==> config.mk <==
export PLATFORM = sky130hd
export DESIGN_NAME = pq_initiator
export DESIGN_NICKNAME = d
export VERILOG_FILES = /design/src/rtl/pq_initiator.sv
export SDC_FILE = /design/constraint.sdc
export NUM_CORES = 1
export LEC_CHECK = 0
export ABC_CLOCK_PERIOD_IN_PS = 3700
export BUFFER_PORTS_ARGS = -buffer_cell sky130_fd_sc_hd__buf_2
export CORE_MARGIN = 2
export CORE_UTILIZATION = 52
export CTS_CLUSTER_DIAMETER = 80
export DETAILED_ROUTE_END_ITERATION = 6
export PLACE_DENSITY = 0.77
export SETUP_SLACK_MARGIN = 0.5
export SYNTH_ARGS = -nofsm -noshare
export SYNTH_HDL_FRONTEND = slang
export SYNTH_SLANG_ARGS = --single-unit
==> constraint.sdc <==
create_clock -name clk -period 3.7 [get_ports clk]
set_input_delay 0 -clock clk [delete_from_list [all_inputs] [get_ports clk]]
set_output_delay 0 -clock clk [all_outputs]
set_load 0.01 [all_outputs]
==> src/rtl/pq_initiator.sv <==
// Buffered command client for a priority queue: FIFOs insert/remove commands and issues them one
// at a time over pq_if. Optional statistics counters are enabled with PQ_INIT_STATS_EN.
module pq_initiator #(
   parameter int unsigned KW        = 8,
   parameter int unsigned VW        = 8,
   parameter int unsigned CMD_DEPTH = 4
) (
   input  logic             clk,
   input  logic             rst_n,
   input  logic             cmd_valid,
   output logic             cmd_ready,
   input  logic             cmd_op,
   input  logic [KW+VW-1:0] cmd_kv,
   output logic             res_valid,
   input  logic             res_ready,
   output logic [KW+VW-1:0] res_kv,
   output logic             drop,
   output logic             idle,
   output logic             pq_insert,
   output logic             pq_remove,
   output logic [KW+VW-1:0] pq_kv_in,
   input  logic [KW+VW-1:0] pq_kv_out,
   input  logic             pq_busy,
   input  logic             pq_full,
   input  logic             pq_empty,
   output logic [15:0]      n_ins,
   output logic [15:0]      n_rem,
   output logic [15:0]      n_drop
);

   localparam int unsigned DW = KW + VW;
   localparam int unsigned AW = $clog2(CMD_DEPTH);
   localparam logic [AW:0] DEPTH_CNT = (AW+1)'(CMD_DEPTH);

   typedef enum logic [1:0] {StIdle, StWait, StHold} state_e;

   // FIFO entries carry {op, kv}
   logic [DW:0]   fifo_mem [CMD_DEPTH];
   logic [AW-1:0] rd_ptr_q, wr_ptr_q;
   logic [AW:0]   count_q;

   state_e        state_q;
   logic          wait_first_q;
   logic          op_rem_q;
   logic          res_valid_q;
   logic [DW-1:0] res_kv_q;

   logic          push, pop, fifo_empty, head_op, can_act;
   logic          do_ins, do_rem, do_drop;
   logic [DW-1:0] head_kv;

   assign fifo_empty = (count_q == '0);
   assign cmd_ready  = (count_q < DEPTH_CNT);
   assign push       = cmd_valid && cmd_ready;
   assign head_op    = fifo_mem[rd_ptr_q][DW];
   assign head_kv    = fifo_mem[rd_ptr_q][DW-1:0];

   // Status inputs only matter when the FSM is free to launch an operation
   assign can_act = (state_q == StIdle) && !fifo_empty && !pq_busy;
   assign do_drop = can_act && (head_op ? pq_empty : pq_full);
   assign do_ins  = can_act && !head_op && !pq_full;
   assign do_rem  = can_act && head_op && !pq_empty && !res_valid_q;
   assign pop     = do_drop || do_ins || do_rem;

   assign drop      = do_drop;
   assign pq_insert = do_ins;
   assign pq_remove = do_rem;
   assign pq_kv_in  = do_ins ? head_kv : '0;
   assign res_valid = res_valid_q;
   assign res_kv    = res_kv_q;
   assign idle      = fifo_empty && (state_q == StIdle) && !res_valid_q;

   always_ff @(posedge clk) begin
      if (push) begin
         fifo_mem[wr_ptr_q] <= {cmd_op, cmd_kv};
      end
   end

   always_ff @(posedge clk) begin
      if (!rst_n) begin
         rd_ptr_q <= '0;
         wr_ptr_q <= '0;
         count_q  <= '0;
      end else begin
         if (push) wr_ptr_q <= wr_ptr_q + 1'b1;
         if (pop)  rd_ptr_q <= rd_ptr_q + 1'b1;
         count_q <= count_q + {{AW{1'b0}}, push} - {{AW{1'b0}}, pop};
      end
   end

   always_ff @(posedge clk) begin
      if (!rst_n) begin
         state_q      <= StIdle;
         wait_first_q <= 1'b0;
         op_rem_q     <= 1'b0;
         res_valid_q  <= 1'b0;
         res_kv_q     <= '0;
      end else begin
         if (res_valid_q && res_ready) res_valid_q <= 1'b0;
         unique case (state_q)
            StIdle: begin
               if (do_ins || do_rem) begin
                  state_q      <= StWait;
                  wait_first_q <= 1'b1;
                  op_rem_q     <= do_rem;
               end
            end
            StWait: begin
               // The PQ may not have raised busy yet in the first cycle
               wait_first_q <= 1'b0;
               if (!wait_first_q && !pq_busy) begin
                  if (op_rem_q) begin
                     res_kv_q    <= pq_kv_out;
                     res_valid_q <= 1'b1;
                     state_q     <= StHold;
                  end else begin
                     state_q <= StIdle;
                  end
               end
            end
            StHold:  state_q <= StIdle;
            default: state_q <= StIdle;
         endcase
      end
   end

`ifdef PQ_INIT_STATS_EN
   logic [15:0] n_ins_q, n_rem_q, n_drop_q;

   always_ff @(posedge clk) begin
      if (!rst_n) begin
         n_ins_q  <= '0;
         n_rem_q  <= '0;
         n_drop_q <= '0;
      end else begin
         if (do_ins && (n_ins_q != 16'hffff))   n_ins_q  <= n_ins_q + 16'd1;
         if (do_rem && (n_rem_q != 16'hffff))   n_rem_q  <= n_rem_q + 16'd1;
         if (do_drop && (n_drop_q != 16'hffff)) n_drop_q <= n_drop_q + 16'd1;
      end
   end

   assign n_ins  = n_ins_q;
   assign n_rem  = n_rem_q;
   assign n_drop = n_drop_q;
`else
   assign n_ins  = '0;
   assign n_rem  = '0;
   assign n_drop = '0;
`endif

endmodule

==> results.json, run 1 <==
{
  "status": "finished clean",
  "grt-ovfl-total": 0,
  "numCtsBuffers": 9,
  "place_hpwl_um": 4680,
  "synthAdderAreaFrac": 0.02171,
  "synth.most_common_cell": "edfxtp_1",
  "pre_cts_slack_ps": 1094,
  "syn_area_sq_um": 4379,
  "p_leak_uw": 0.002144,
  "cp_max_fo": 7,
  "synth-edff-count": 68,
  "synth_compound_gate_area_share": 0.06857,
  "routedWlPerCell_um": 14.45,
  "die_area_sq_um": 9172,
  "start_kind": "flip-flop",
  "grt_use_total": 0.1767,
  "syn_to_final_growth_pct": 18.80,
  "rsz0062_at_grt": "no",
  "critPathArrivalTime_ps": 2880,
  "hold_path_class": "input port to flip-flop",
  "fp.dieH_um": 95.77,
  "cp_cell_sequence": "mux4_2 > a211oi_2 > ha_1 > inv_1 > ha_1 > fa_1 > xnor2_1 > xnor2_1 > and2_1",
  "cts_root_buf": "clkbuf_8",
  "yosysTopAreaCellShare": 0.4663,
  "seq_area_frac_synth": 0.6034,
  "skew_ps": 13.74,
  "max_stage_delay_ps": 640,
  "ant_nets": 0,
  "vias": 2585,
  "setup_slack_ps": 1070,
  "tritoncts": "built",
  "ir_drop_mv": 0.2236,
  "fin_crit_ps": 2630,
  "die_w_um": 95.77,
  "place_congestion": 0.6695,
  "synth_common_cells": "68 x edfxtp_1, 48 x buf_4, 30 x dfxtp_1, 23 x and2_1, 17 x and3_1",
  "cap_viol_max_count": 0,
  "h-tree-depth": 3,
  "fin_util": 0.6364,
  "drt_iter0_markers": 191,
  "clkSinkCount": 98,
  "critPathSlowestCell": "mux4_2",
  "antenna_found_initial": 0,
  "vias_per_cell": 4.887,
  "crit_type": "flip-flop to flip-flop",
  "drive_above_1_share": 0.2712,
  "fillers": 592,
  "fmax_mhz": 380.2,
  "finalHoldViolCount": 0,
  "synth_area_leaders": "edfxtp_1 47%, dfxtp_1 14%, buf_4 8.2%",
  "synth_largest_area_cell": "edfxtp_1",
  "ys_warn_count": 0,
  "synth.distinct_cells": 35,
  "portBuffers": 77,
  "power_density_nw_per_um2": 494.2,
  "drc": 0,
  "synth.avg_cell_area_sq_um": 14.17,
  "synth_seq_cells": 98,
  "clk_pin_slew_ps": 90,
  "core_sq_um": 8175,
  "grt_pass1_vias": 2491,
  "cp-end-kind": "flip-flop",
  "required_ps": 3950,
  "wirelength_um": 7645,
  "synth_xor_area_frac": 0.006000,
  "io_pins": 126,
  "period_share": 0.7109,
  "synthArstFlopShare": 0,
  "drt_first_pass_iters": 4,
  "fin_nets": 466,
  "finalSetupViolations": 0,
  "syn-instance-count": 309,
  "n_antenna_cell": 0,
  "synth-simple-area-share": 0.09029,
  "worst_slew_pin_slew_ps": 965.2,
  "synth_top_family_by_area": "buffers and inverters",
  "setup-tns-final_ps": 0,
  "synth.area.mux_share": 0.1020,
  "grt_pass1_wl_um": 11970,
  "start_util": 0.5357,
  "hold_ws_ps": 63.30,
  "slew_viol_final": 0,
  "rows": 33,
  "ys.flop_type": "edfxtp_1",
  "cts_max_path_buffers": 2,
  "slew-limit-headroom": 0.3556,
  "grt_max_degree": 37,
  "clkLatencyLatePin_ps": 360,
  "finalPower_uw": 2571
}
## cell usage in the layout (no fill, tap or decap), types with 2 or more instances in the layout
cell | Yosys | final
inv_1 | 10 | 10
or3_1 | 2 | 2
nand2b_1 | 2 | 2
a21boi_0 | 16 | 16
dlygate4sd3_1 | 0 | 35
conb_1 | 1 | 48
nor2b_1 | 3 | 3
buf_2 | 0 | 77
mux2i_1 | 6 | 6
nor3_1 | 4 | 4
and3_1 | 17 | 17
and2_1 | 23 | 23
clkbuf_8 | 0 | 9
edfxtp_1 | 68 | 68
o21a_1 | 16 | 16
o21ai_0 | 3 | 3
nand3_1 | 2 | 2
nor2_1 | 4 | 4
nand2_1 | 3 | 3
inv_8 | 0 | 3
dfxtp_1 | 30 | 30
xnor2_1 | 3 | 3
ha_1 | 6 | 6
mux4_2 | 16 | 16
buf_4 | 48 | 3
## worst max-delay path, delay by kind of cell, from the launching register on
kind | cells | cell delay [ps]
xor gates and xnor gates | 2 | 270
AOI/OAI and AO/OA | 1 | 350
adders and majority gates | 3 | 730
DFF | 1 | 360
muxes | 1 | 640
buffers and inverters | 1 | 40
and+or+nand+nor | 1 | 150
## area by class of cell
class,instances,area [sq um],area share
tap,105,131.4,0.02525
clock inverter,7,58.81,0.01130
sequential,98,2643,0.5079
timing repair buffer,115,758.2,0.1457
inverter,10,37.54,0.007215
multi-input combinational,185,1450,0.2787
clock buffer,9,123.9,0.02381
## per-layer routing
layer  part of all wire  vias to the layer above  global-route usage
met5                  0                        -                   0
met4              0.021                        0             0.07262
met3              0.051                       12             0.03994
met2               0.51                       92              0.2914
met1               0.42                     1228              0.2273
li1                   -                     1253                   -
## stage by stage
step                      cell area [sq um]  std cells
after floorplan                        4556        356
after global routing                   5202        529
after global placement                 4669        478
after detailed placement               4669        478
after CTS                              5202        529
final                                  5202        529
## sequential cells by signal, indices dropped and copies added, names as in the netlist, named ones only
name,flops
count_q,3
rd_ptr_q,2
fifo_mem,68
wait_first_q,1
wr_ptr_q,2
op_rem_q,1
res_kv,16
res_valid,1
state_q,2
## power breakdown
part	switching [uW]	leakage (uW)	internal, uW
Sequential	50.6	0.000865	1290
Clock	387	0.0000930	258
Combinational	308	0.00119	283
Total	745	0.00214	1830
## timing repair
action                                  4_1_cts  5_1_grt
setup buffers                                 0        0
hold buffers                                 35        0
resized for setup                             0        0
endpoints found under the hold margin        86        0
endpoints found under the setup margin        0        0
## worst paths after layout
check	start	endpoint	cells past startpoint	slack, ps
max	flip-flop	count_q[2]	9	1070
min	pq_empty	op_rem_q	4	60
max reg2reg	flip-flop	count_q[2]	9	1070
min reg2reg	rd_ptr_q[1]	flip-flop	2	490
## cells by family (layout without fill, tap and decap cells)
| logic type | after synthesis | after routing |
|---|---|---|
| mux | 23 | 23 |
| fa+ha+maj | 7 | 7 |
| other cells | 1 | 48 |
| flops | 98 | 98 |
| compound gates | 40 | 40 |
| buf+inv | 73 | 141 |
| simple gates | 64 | 64 |
| xor+xnor | 3 | 3 |
(Power assumes the default switching activity.)
==> run 2: changes to the inputs <==
Settings changed: ABC_CLOCK_PERIOD_IN_PS 3700 to 2400, CORE_UTILIZATION 52 to 47, PLACE_DENSITY 0.77 to 0.73.
Clock period 3.7 ns to 2.4 ns, I/O delays scaled along.
==> run 2 against run 1 <==
Net effect: cell area grew 5.2%; combinational power grew 86%; power grew 70%; largest power group unchanged; non-clock buffer count grew 19; clock power grew 86%.
==> results.json, run 2 (synthesis results as in run 1) <==
{
  "layout_commonest_cell": "buf_2",
  "core_sq_um": 9153,
  "grt_use_total": 0.1700,
  "n_antenna_cell": 0,
  "cp-end-kind": "flip-flop",
  "fmax_mhz": 419.8,
  "critPathSlowestCell": "mux4_2",
  "grt-ovfl-total": 0,
  "largest_reg_flops": 68,
  "max_stage_delay_ps": 540,
  "fin_crit_ps": 2382,
  "slew-limit-headroom": 0.3747,
  "ant_nets": 0,
  "crit_family": "adder cells",
  "syn_to_final_growth_pct": 25.00,
  "rows": 35,
  "pre_cts_slack_ps": -12.11,
  "fin_area_sq_um": 5474,
  "clkSinkCount": 98,
  "cts_max_path_buffers": 2,
  "ir_drop_mv": 0.3457,
  "place_congestion": 0.7989,
  "clk_pin_slew_ps": 90,
  "power_density_nw_per_um2": 796.7,
  "finalPower_uw": 4361,
  "slew_viol_final": 0,
  "fillers": 679,
  "numCtsBuffers": 9,
  "required_ps": 2650,
  "fin_nets": 485,
  "die_area_sq_um": 10110,
  "h-tree-depth": 3,
  "setup_slack_ps": 17.67,
  "worst-path-buf-inv": 1,
  "vias_per_cell": 4.879,
  "hold_ws_ps": 86.90,
  "finalHoldViolCount": 0,
  "portBuffers": 77,
  "crit_type": "flip-flop to flip-flop",
  "drt_first_pass_iters": 4,
  "die_w_um": 100.5,
  "top_register": "fifo_mem",
  "vias": 2703,
  "antenna_found_initial": 0,
  "drive_above_1_share": 0.3205,
  "status": "finished clean",
  "final_cell_mix": "76 x buf_2, 68 x edfxtp_1, 48 x conb_1, 34 x dlygate4sd3_1, 29 x dfxtp_1",
  "skew_ps": 9.645,
  "hold_path_class": "input port to flip-flop",
  "worst_slew_pin_slew_ps": 936.7,
  "cp_max_fo": 2,
  "start_kind": "flip-flop",
  "p_leak_uw": 0.002282,
  "clkLatencyLatePin_ps": 360,
  "dpl_cell_area_sq_um": 4791,
  "period_share": 0.9926,
  "grt_pass1_vias": 2650,
  "wirelength_um": 8273,
  "grt_pass1_wl_um": 13040,
  "grt_max_degree": 37,
  "drt_iter0_markers": 122,
  "cp_cell_sequence": "mux4_2 > a211oi_4 > ha_1 > inv_2 > ha_4 > fa_2 > xnor2_2 > xnor2_1 > and2_1",
  "rsz0062_at_grt": "yes",
  "cap_viol_max_count": 0,
  "start_util": 0.4785,
  "critPathArrivalTime_ps": 2640,
  "place_hpwl_um": 5154,
  "routedWlPerCell_um": 14.93,
  "cts_root_buf": "clkbuf_8",
  "io_pins": 126,
  "finalSetupViolations": 0,
  "fp.dieH_um": 100.5,
  "tritoncts": "built",
  "drc": 0
}
run 2: tightest hold or removal path: stages:
cell	delay, ps
buf_2	110
nor2_1	60
a31oi_1	170
nor3_1	60
run 2: final cells by class:
class	instances	area [sq um]	area share
multi-input combinational	185	1485	0.2713
sequential	98	2644	0.4830
timing repair buffer	134	935.9	0.1710
tap	111	138.9	0.02537
clock buffer	9	123.9	0.02263
inverter	10	37.54	0.006857
clock inverter	7	108.9	0.01989
run 2: final timing paths:
check / from / slack, ps / cells past startpoint / to
worst max-delay path: fifo_mem[3][16] / 20 / 9 / count_q[2]
worst min register to register: rd_ptr_q[1] / 500 / 2 / rd_ptr_q[1]
worst min-delay path: pq_empty / 90 / 4 / op_rem_q
worst max register to register: fifo_mem[3][16] / 20 / 9 / count_q[2]
run 2: metal layers:
| metal | GRT usage | vias to the layer above | wire, um |
|---|---|---|---|
| met2 | 0.2958 | 95 | 4407 |
| li1 | - | 1280 | - |
| met4 | 0.08535 | 0 | 177 |
| met5 | 0 | - | 0 |
| met3 | 0.02497 | 16 | 325 |
| met1 | 0.2066 | 1312 | 3362 |
run 2: where the power goes:
part | internal (uW) | switching, uW | total [uW] | leakage (uW)
clock network | 607 | 590 | 1200 | 0.000117
registers | 1980 | 86.9 | 2070 | 0.000866
logic | 563 | 533 | 1100 | 0.00130
run 2: per-stage QoR:
step	utilization	std cells	setup TNS, ps
after global placement	0.5234	496	0
final	0.5981	554	0
after floorplan	-	356	-253.1
after CTS	0.5932	552	-15.44
after detailed placement	0.5234	496	-12.11
after global routing	0.5981	554	-151.7
run 2: repair_timing:
action	in CTS	in global routing
cloned	2	0
setup endpoints to repair	21	23
hold endpoints to repair	85	0
pin swaps	3	2
hold buffers	34	0
buffers inserted	4	2
gates resized for setup	7	6
==> run 3: changes to the inputs <==
Settings changed: CORE_UTILIZATION 47 to 36, PLACE_DENSITY 0.73 to 0.58.
==> run 3 against run 2 <==
Net effect: clock skew is 4.4 ps lower; sequential power barely moved; cell area increased by 0.96%; critical endpoint unchanged.
==> results.json, run 3 (synthesis results as in run 1) <==
{
  "cts_max_path_buffers": 2,
  "vias": 2657,
  "finalPower_uw": 4675,
  "dp_cells": 536,
  "critPathArrivalTime_ps": 2600,
  "h-tree-depth": 3,
  "worst-path-buf-inv": 1,
  "ant_nets": 0,
  "cp_cell_sequence": "mux4_2 > a211oi_4 > ha_1 > inv_2 > ha_4 > fa_2 > xnor2_2 > xnor2_1 > and2_1",
  "drive_above_1_share": 0.3448,
  "slew_viol_final": 0,
  "hold_path_class": "input port to flip-flop",
  "crit_type": "flip-flop to flip-flop",
  "skew_ps": 5.283,
  "rows": 40,
  "fillers": 1062,
  "syn_to_final_growth_pct": 26.20,
  "die_w_um": 114.3,
  "top_register": "fifo_mem",
  "multiInputGateArea_sq_um": 1503,
  "layout_commonest_cell": "buf_2",
  "status": "finished clean",
  "finalHoldViolCount": 0,
  "start_kind": "flip-flop",
  "hold_ws_ps": 13.07,
  "grt-ovfl-total": 0,
  "wirelength_um": 8241,
  "fin_nets": 477,
  "clk_pin_slew_ps": 70,
  "period_share": 0.9834,
  "cts_root_buf": "clkbuf_16",
  "place_hpwl_um": 5392,
  "fmax_mhz": 423.7,
  "fin_util": 0.4620,
  "crit_family": "adder cells",
  "core_sq_um": 11960,
  "numCtsBuffers": 9,
  "p_leak_uw": 0.002295,
  "clkLatencyLatePin_ps": 340,
  "portBuffers": 77,
  "start_util": 0.3661,
  "routedWlPerCell_um": 14.16,
  "worst_slew_pin_slew_ps": 506.0,
  "rr_endpoint": "count_q[2]",
  "setup-tns-final_ps": 0,
  "largest_reg_flops": 68,
  "grt_use_total": 0.1330,
  "finalSetupViolations": 0,
  "grt_pass1_vias": 2568,
  "required_ps": 2640,
  "worstHoldEndpoint": "res_kv[15]",
  "grt_max_degree": 37,
  "grt_pass1_wl_um": 13130,
  "drc": 0,
  "cap_viol_max_count": 0,
  "fin_crit_ps": 2360,
  "rrSetupSlack_ps": 40,
  "final_cell_mix": "74 x buf_2, 68 x edfxtp_1, 48 x conb_1, 29 x dfxtp_1, 23 x dlygate4sd3_1",
  "place_congestion": 0.8183,
  "die_area_sq_um": 13060,
  "slew-limit-headroom": 0.6627,
  "tritoncts": "built",
  "register_area_sq_um": 2644,
  "ir_drop_mv": 0.4618,
  "r2r_start": "fifo_mem[3][16]",
  "cp_max_fo": 2,
  "fp.dieH_um": 114.3,
  "max_stage_delay_ps": 520,
  "clkSinkCount": 98,
  "drt_first_pass_iters": 4,
  "cp-end-kind": "flip-flop",
  "worstHoldPathCells": 3,
  "rsz0062_at_grt": "yes",
  "min-delay-start": "pq_kv_out[15]",
  "final_cells": 582,
  "power_density_nw_per_um2": 845.9,
  "vias_per_cell": 4.565,
  "drt_iter0_markers": 142,
  "ff2ff_path_depth": 9,
  "n_antenna_cell": 0,
  "io_pins": 126,
  "critPathSlowestCell": "mux4_2",
  "antenna_found_initial": 0
}
-- run 3: cell types whose count changed in the layout (fill, tap and decap cells not counted), sizes merged --
cell and delta:
clkinv -3, dlygate4sd3 -11, buf +3, clkbuf +2
inv +2, bufinv -1
-- run 3: layout make-up --
cell class,count,share of cell area
inverters,10,0.006792
flip-flops and latches,98,0.4784
well taps,147,0.03328
clock inverters,5,0.01223
clock buffers,11,0.04392
repair buffers,126,0.1535
multi-input cells,185,0.2719
-- run 3: what timing repair did --
action                     in CTS  in global routing
setup endpoints to repair      21                 23
hold buffers                   23                  0
buffers inserted                4                  2
gates cloned                    1                  0
resized for setup              14                  6
hold endpoints to repair       74                  0
pin swaps                       3                  2
-- run 3: report_power, final --
group | switching [uW] | total (uW) | internal (uW)
Clock | 642 | 1500 | 856
Sequential | 70.0 | 2050 | 1980
Combinational | 555 | 1120 | 570
-- run 3: per-layer routing --
metal | up-vias | track usage | wire [um]
met1 | 1297 | 0.1708 | 3602
met5 | - | 0 | 0
met3 | 10 | 0.02488 | 290
met4 | 0 | 0.06016 | 151
met2 | 82 | 0.2198 | 4197
li1 | 1268 | - | -
-- run 3: worst max path at each step --
stage,from,end,cells past startpoint
floorplan,flip-flop,count_q[2],10
detailed placement,fifo_mem[3][16],count_q[2],9
CTS,fifo_mem[3][16],count_q[2],9
global placement,flip-flop,count_q[2],9
global route,fifo_mem[3][16],count_q[2],9
finish,fifo_mem[3][16],count_q[2],9
-- run 3: worst min-delay path, cell delays in order --
cell,delay [ps]
buf_2,70
and3_1,140
o21a_1,110
-- run 3: metrics by stage --
step           instance area, sq um  setup slack [ps]
2_1_floorplan                  4567            -172.2
3_3_place_gp                   4853             65.75
3_5_place_dp                   4853             19.58
4_1_cts                        5483             11.00
5_1_grt                        5527            -63.62
6_report                       5527             39.95
